[src/rtl/mainbus_arbiter.sv]
// mainbus_arbiter: burst-aware round-robin arbiter for the shared 16-bit main bus.
//
// Grants one primary at a time and holds the grant for a complete transaction
// (address phase, optional read turnaround, fixed-length data burst). It tracks
// the transaction by snooping the address strobe and the direction line. After
// every transaction, at least one idle cycle passes with no grant.
//
// Ports:
//   clk_i          bus clock (same as mainbus_if.clk)
//   reset_i        synchronous, active-high reset
//   req_i          per-primary request, level-sensitive
//   addr_valid_i   snooped bus address strobe
//   rw_i           snooped direction, 1 = read, 0 = write (valid with addr_valid_i)
//   gnt_o          one-hot registered grant
//   owner_o        index of the current or last grantee
//   busy_o         high whenever the arbiter is not idle
//   timeout_err_o  one-cycle pulse when a grant is revoked by timeout
//
// Optional feature: define ARB_TIMEOUT_EN to revoke a grant when no address
// phase arrives within TIMEOUT cycles. Without it, timeout_err_o is tied low.

module mainbus_arbiter #(
  parameter int unsigned NREQ      = 2,
  parameter int unsigned BURST_LEN = 4,
  parameter int unsigned TIMEOUT   = 16
) (
  input  logic                                     clk_i,
  input  logic                                     reset_i,
  input  logic [NREQ-1:0]                          req_i,
  input  logic                                     addr_valid_i,
  input  logic                                     rw_i,
  output logic [NREQ-1:0]                          gnt_o,
  output logic [(NREQ > 1 ? $clog2(NREQ) : 1)-1:0] owner_o,
  output logic                                     busy_o,
  output logic                                     timeout_err_o
);

  localparam int unsigned IdxW  = (NREQ > 1) ? $clog2(NREQ) : 1;
  localparam int unsigned BeatW = $clog2(BURST_LEN + 1);

  typedef enum logic [2:0] {StIdle, StGrant, StRturn, StRdata, StWdata} state_e;

  state_e            state_q, state_d;
  logic [NREQ-1:0]   gnt_q, gnt_d;
  logic [IdxW-1:0]   owner_q, owner_d;
  logic [IdxW-1:0]   last_q, last_d;
  logic [BeatW-1:0]  beat_q, beat_d;
  logic              busy_q, busy_d;

`ifdef ARB_TIMEOUT_EN
  localparam int unsigned TmoW = $clog2(TIMEOUT + 1);
  logic [TmoW-1:0]   tmo_cnt_q, tmo_cnt_d;
  logic              tmo_err_q, tmo_err_d;
`else
  logic              unused_timeout;
  assign unused_timeout = (TIMEOUT != 0);
`endif

  // Round-robin search: the first requester at or after (last owner + 1) wins,
  // so the last owner has the lowest priority.
  logic              rr_found;
  logic [IdxW-1:0]   rr_winner;
  logic [IdxW-1:0]   rr_cand;

  always_comb begin
    rr_found  = 1'b0;
    rr_winner = '0;
    rr_cand   = '0;
    for (int unsigned i = 0; i < NREQ; i++) begin
      rr_cand = IdxW'((32'(last_q) + 32'd1 + i) % NREQ);
      if (!rr_found && req_i[rr_cand]) begin
        rr_found  = 1'b1;
        rr_winner = rr_cand;
      end
    end
  end

  always_comb begin
    state_d = state_q;
    gnt_d   = gnt_q;
    owner_d = owner_q;
    last_d  = last_q;
    beat_d  = beat_q;
`ifdef ARB_TIMEOUT_EN
    tmo_cnt_d = tmo_cnt_q;
    tmo_err_d = 1'b0;
`endif

    unique case (state_q)
      StIdle: begin
        if (rr_found) begin
          state_d            = StGrant;
          gnt_d              = '0;
          gnt_d[rr_winner]   = 1'b1;
          owner_d            = rr_winner;
          // An abandoned grant still counts as a turn.
          last_d             = rr_winner;
`ifdef ARB_TIMEOUT_EN
          tmo_cnt_d          = '0;
`endif
        end
      end

      StGrant: begin
        if (addr_valid_i) begin
          if (rw_i) begin
            state_d = StRturn;
          end else begin
            state_d = StWdata;
            beat_d  = '0;
          end
        end else if (!req_i[owner_q]) begin
          state_d = StIdle;
          gnt_d   = '0;
        end
`ifdef ARB_TIMEOUT_EN
        else if (tmo_cnt_q == TmoW'(TIMEOUT - 1)) begin
          state_d   = StIdle;
          gnt_d     = '0;
          tmo_err_d = 1'b1;
        end else begin
          tmo_cnt_d = tmo_cnt_q + 1'b1;
        end
`endif
      end

      StRturn: begin
        state_d = StRdata;
        beat_d  = '0;
      end

      StRdata, StWdata: begin
        // Counter can reach BURST_LEN on the last beat; its width allows that.
        beat_d = beat_q + 1'b1;
        if (beat_q == BeatW'(BURST_LEN - 1)) begin
          state_d = StIdle;
          gnt_d   = '0;
        end
      end

      default: begin
        state_d = StIdle;
        gnt_d   = '0;
      end
    endcase

    busy_d = (state_d != StIdle);
  end

  always_ff @(posedge clk_i) begin
    if (reset_i) begin
      state_q <= StIdle;
      gnt_q   <= '0;
      owner_q <= '0;
      // Pointer at the highest index so requester 0 wins first after reset.
      last_q  <= IdxW'(NREQ - 1);
      beat_q  <= '0;
      busy_q  <= 1'b0;
`ifdef ARB_TIMEOUT_EN
      tmo_cnt_q <= '0;
      tmo_err_q <= 1'b0;
`endif
    end else begin
      state_q <= state_d;
      gnt_q   <= gnt_d;
      owner_q <= owner_d;
      last_q  <= last_d;
      beat_q  <= beat_d;
      busy_q  <= busy_d;
`ifdef ARB_TIMEOUT_EN
      tmo_cnt_q <= tmo_cnt_d;
      tmo_err_q <= tmo_err_d;
`endif
    end
  end

  assign gnt_o   = gnt_q;
  assign owner_o = owner_q;
  assign busy_o  = busy_q;
`ifdef ARB_TIMEOUT_EN
  assign timeout_err_o = tmo_err_q;
`else
  assign timeout_err_o = 1'b0;
`endif

endmodule

[config.mk]
export PLATFORM = sky130hd
export DESIGN_NAME = mainbus_arbiter
export DESIGN_NICKNAME = d
export VERILOG_FILES = /design/src/rtl/mainbus_arbiter.sv
export SDC_FILE = /design/constraint.sdc
export NUM_CORES = 1
export LEC_CHECK = 0
export CORE_AREA = 5 5 45 47
export CTS_BUF_LIST = sky130_fd_sc_hd__clkbuf_8
export DETAILED_ROUTE_END_ITERATION = 10
export DIE_AREA = 0 0 50 52
export GPL_ROUTABILITY_DRIVEN = 0
export PLACE_DENSITY = 0.6
export SYNTH_ARGS = -nofsm -noshare
export SYNTH_HDL_FRONTEND = slang
export SYNTH_SLANG_ARGS = --single-unit
[constraint.sdc]
create_clock -name clk_i -period 3.2 [get_ports clk_i]
set_clock_uncertainty 0.2 [all_clocks]
set_input_delay 0.32 -clock clk_i [delete_from_list [all_inputs] [get_ports clk_i]]
set_output_delay 0.32 -clock clk_i [all_outputs]
set_load 0.1 [all_outputs]
# Word level (Yosys, flattened, before mapping)
# Index checks and enable logic that the tools add are counted.
[word_totals] ff_bits=11 out_inout_bits=5 in_bits=6 word_cells=62
[classes] order_cmp=5 n_reduce_logical=10 muxes=26 eq_ne=11 addsub=3 bitwise_logic=1
[op_table] op="3-bit 2-to-1 mux" n=7
[op_table] op="2-bit inequality test (second input constant)" n=6
[op_table] op="3-bit case mux with 4 select lines" n=1
[op_table] op="1-bit 2-to-1 mux" n=11
[op_table] op="3-bit by 2-bit equality test with 1-bit output (second input constant)" n=3
[op_table] op="3-bit case mux with 3 select lines" n=1
[op_table] op="1-bit by 2-bit less-than comparator with 1-bit output (second input constant)" n=4
[op_table] op="2-bit 2-to-1 mux" n=4
[op_table] op="2-bit case mux with 4 select lines" n=1
[op_table] op="3-bit nonzero test" n=2
[op_table] op="5-bit AND reduction" n=1
[op_table] op="3-bit by 1-bit adder with 3-bit output (second input constant)" n=1
[op_table] op="3-bit by 1-bit equality test with 1-bit output (second input constant)" n=1
[op_table] op="3-bit equality test (second input constant)" n=1
[op_table] op="3-bit zero test" n=1
[op_table] op="3-bit AND reduction" n=1
[op_table] op="1-bit adder (second input constant)" n=2
[op_table] op="1-bit logical AND" n=2
[op_table] op="2-bit AND reduction" n=1
[op_table] op="2-bit OR reduction" n=1
[op_table] op="1-bit demux with 1-bit select" n=1
[op_table] op="1-bit greater-or-equal comparator (second input constant)" n=1
[op_table] op="1-bit zero test" n=1
[op_table] op="1-bit NOT" n=1

# Logic depth before layout (Yosys ltp)
[depth] depth_word=13 depth_mapped=6 depth_no_buf=6

# Worst setup path before layout
# OpenSTA, ideal clock, no wires.
[synth_timing] path_type="register to register" start="reg owner_q (netlist: owner_o)" end="reg gnt_q[0] (netlist: gnt_o[0])" setup_slack_ns=0.822 n_path_buf=0 period_less_slack_ns=2.378 path_stages_with_launch=5 required_time_ns=2.879 t_arrival_ns=2.057 setup_time_ns=0.121 path_cell_list="dfxtp_1 > mux2_4 > a22o_1 > a221oi_2 > mux2_4"
[synth_between] elab_chain_cells=4
[synth_rtl] element="start: declaration" line_no="45" rtl="logic [IdxW-1:0] owner_q, owner_d;"
[synth_rtl] element="start signal: assignment" line_no="166" rtl="owner_q <= owner_d;"
[synth_rtl] element="1-bit 2-to-1 mux (implied by the code) (2 in a row)" line_no="112" rtl="end else if (!req_i[owner_q]) begin"
[synth_rtl] element="2-bit inequality test (no line)"
[synth_rtl] element="5-bit AND reduction (no line)"
[synth_rtl] element="end signal: assignment" line_no="165" rtl="gnt_q <= gnt_d;"
[synth_rtl] element="end: declaration" line_no="44" rtl="logic [NREQ-1:0] gnt_q, gnt_d;"
# No other way between the ends. The select of a mux whose other input is x is not followed.
# A chain may end at the register's enable or synchronous reset.

# Worst setup path in the final report
[layout_timing] start="reg gnt_q[0] (netlist: gnt_o[0])" end="out gnt_o[0]"
[layout_lines] element="end: declaration" line_no="32" rtl="output logic [NREQ-1:0] gnt_o,"
# No word-level cell between the ends.

==> impl_metrics.tcl <==
set metrics [dict create \
    p_leak_nw 0.303 \
    ys_ff_latch 11 \
    worstSetupPathType "flip-flop to output pin" \
    fin_crit_ns 2.19 \
    crit_chain "clkdlybuf4s50_1" \
    cts_buffers 3 \
    path_clk_slew_ns 0.05 \
    grt_usage_pct 10.8 \
    critPathMaxFanout 2 \
    synth_xor_xnor_area_share_pct 0 \
    drc 0 \
    drive_gt1_share_pct 14.8 \
    ys_top_cells_by_area "dfxtp_1, nor2_1, mux2_4" \
    critPathBufInv 1 \
    post_cts_buffers 0 \
    critPathLaunchType "flip-flop" \
    slew_headroom_pct 35.6 \
    grt_max_degree 14 \
    area_growth_pct 19.9 \
    outcome "finished, final reports clean" \
    cp_top_family "buffers and inverters" \
    drtIter0Drc 9 \
    final_common_cell "dfxtp_1" \
    gr-total-overflow 0 \
    syn-cell-area_um2 628 \
    synth.distinct_cells 34 \
    io_pins 11 \
    syn_nets 81 \
    synth_top_area_share_pct 35.1 \
    antenna_cells 0 \
    worst_pin_slew_ns 0.963 \
    tns_ns 0 \
    avgViaCountPerCell 5.44 \
    drv_cap 0 \
    cts_max_path_buffers 2 \
    clkSinkCount 11 \
    yosysTopAreaCell "dfxtp_1" \
    synth_top_family_by_area "compound AO/OA/AOI/OAI gates" \
    vias 533 \
    fp.dieH_um 52 \
    portBuffers 9 \
    critPathArrivalTime_ns 1.67 \
    pre_cts_ws_ns 1.00 \
    muxShareOfSynthArea_pct 4.78 \
    critical_path_required_ns 2.68 \
    drtPass1Iterations 3 \
    crit_slowest_cell "clkdlybuf4s50_1" \
    htreeDepth 1 \
    setup_viol_count_final 0 \
    wl_per_cell_um 12.5 \
    core_um2 1610 \
    first_global_vias 459 \
    holdCritPathClass "flip-flop to flip-flop" \
    fmax_ghz 0.456 \
    end_kind "output pin" \
    die_area_um2 2600 \
    slew_violations 0 \
    wl_mm 1.23 \
    ys_warn_count 0 \
    synth-compound-area-share_pct 25.1 \
    hold_violations 0 \
    worstSkewPairLatency_ns 0.23 \
    ys_seq_area_share_pct 35.1 \
    cts_hold_buf 0 \
    die_x_um 50 \
    slowest_delay_ns 1.12 \
    syn-mean-instance-area_um2 8.60 \
    fin_crit_sh_pct 68.6 \
    final_cell_mix "dfxtp_1, nor2_1, clkdlybuf4s50_1" \
    antenna_found_initial 0 \
    rows 15 \
    syn_inst 73 \
    setup_slack_ns 1.01 \
    start_util_pct 38.9 \
    synth_fa_ha_area_share_pct 3.98 \
    dpl.hpwl_um 874 \
    irDropWorstVdd_uv 302 \
    power.density_nw_per_um2 560 \
    fin_nets 90 \
    cts_tree "yes" \
    grt_pass1_wl_mm 2.09 \
    cts_resized 0 \
    rsz0062_at_grt "no" \
    synth-simple-area-share_pct 24.5 \
    clockRootBuffer "clkbuf_8" \
    ant_nets 0 \
]
logic make-up (layout without fill, tap and decap cells):
family,after synthesis,after routing
buffers and inverters,8,16
AO/OA/AOI/OAI,22,22
multiplexers,2,2
AND/OR/NAND/NOR,27,27
flip-flops,11,11
other,1,1
adder cells (fa/ha/maj),2,2
metrics by stage:
stage / power (mW) / area, um2 / util [%] / instances / hold WS [ns]
after global placement: 0.292 / 708 / 43.9 / 94 / 0.265
final: 0.422 / 753 / 46.7 / 98 / 0.267
after CTS: 0.430 / 753 / 46.7 / 98 / 0.274
after global routing: 0.449 / 753 / 46.7 / 98 / 0.306
after floorplan: 0.266 / 628 / - / 73 / 0.244
after detailed placement: 0.291 / 708 / 43.9 / 94 / 0.264
flip-flops by register name, summed over array words and instances (netlist names):
signal,flops
owner_o,1
beat_q,3
gnt_o,2
last_q,1
busy_o,1
state_q,3
final timing paths:
| check | end | start | cells after the start | slack [ns] |
|---|---|---|---|---|
| min | beat_q[0]$_SDFFE_PP0P_ | beat_q[0]$_SDFFE_PP0P_ | 1 | 0.27 |
| min reg2reg | beat_q[0]$_SDFFE_PP0P_ | beat_q[0]$_SDFFE_PP0P_ | 1 | 0.27 |
| max reg2reg | gnt_o[0]$_SDFFE_PP0P_ | state_q[2]$_SDFF_PP0_ | 4 | 1.30 |
| max | gnt_o[0] | gnt_o[0]$_SDFFE_PP0P_ | 1 | 1.01 |
area by class of cell:
class,instances,area (um2)
Timing Repair Buffer,9,85.1
Inverter,3,11.3
Fill cell,164,861
Tap cell,17,21.3
Clock buffer,3,41.3
Sequential cell,11,220
Multi-Input combinational cell,54,370
Clock inverter,1,3.75
synthesized netlist by cell type:
cell / n
dfxtp_1: 11
nor2_1: 9
a21oi_1: 4
nand2_1: 4
o21ai_0: 4
buf_2: 3
inv_1: 3
a21boi_0: 2
a32oi_1: 2
ha_1: 2
mux2_4: 2
nand2b_1: 2
nor3b_1: 2
nor4_1: 2
o21bai_1: 2
a211oi_1: 1
a221oi_2: 1
a22o_1: 1
a22oi_1: 1
a31oi_1: 1
and3_2: 1
and3b_1: 1
buf_4: 1
clkbuf_1: 1
conb_1: 1
nand3b_1: 1
nand4b_1: 1
nor2b_1: 1
nor3_1: 1
nor3_2: 1
o21ai_2: 1
o31a_1: 1
o31ai_1: 1
or3b_4: 1
power by group:
part | internal (mW) | switching, mW
logic | 0.0442 | 0.0813
clock network | 0.0840 | 0.0494
registers | 0.149 | 0.0139
total | 0.277 | 0.145
per-layer routing:
metal / track usage [%] / wire length, um / vias up
met2: 14.9 / 550 / 9
met4: 5.24 / 19 / 0
met5: 0 / 0 / -
met3: 5.16 / 60 / 2
li1: - / - / 279
met1: 13.7 / 596 / 243
Note: power is estimated with default switching activity, not from simulation.
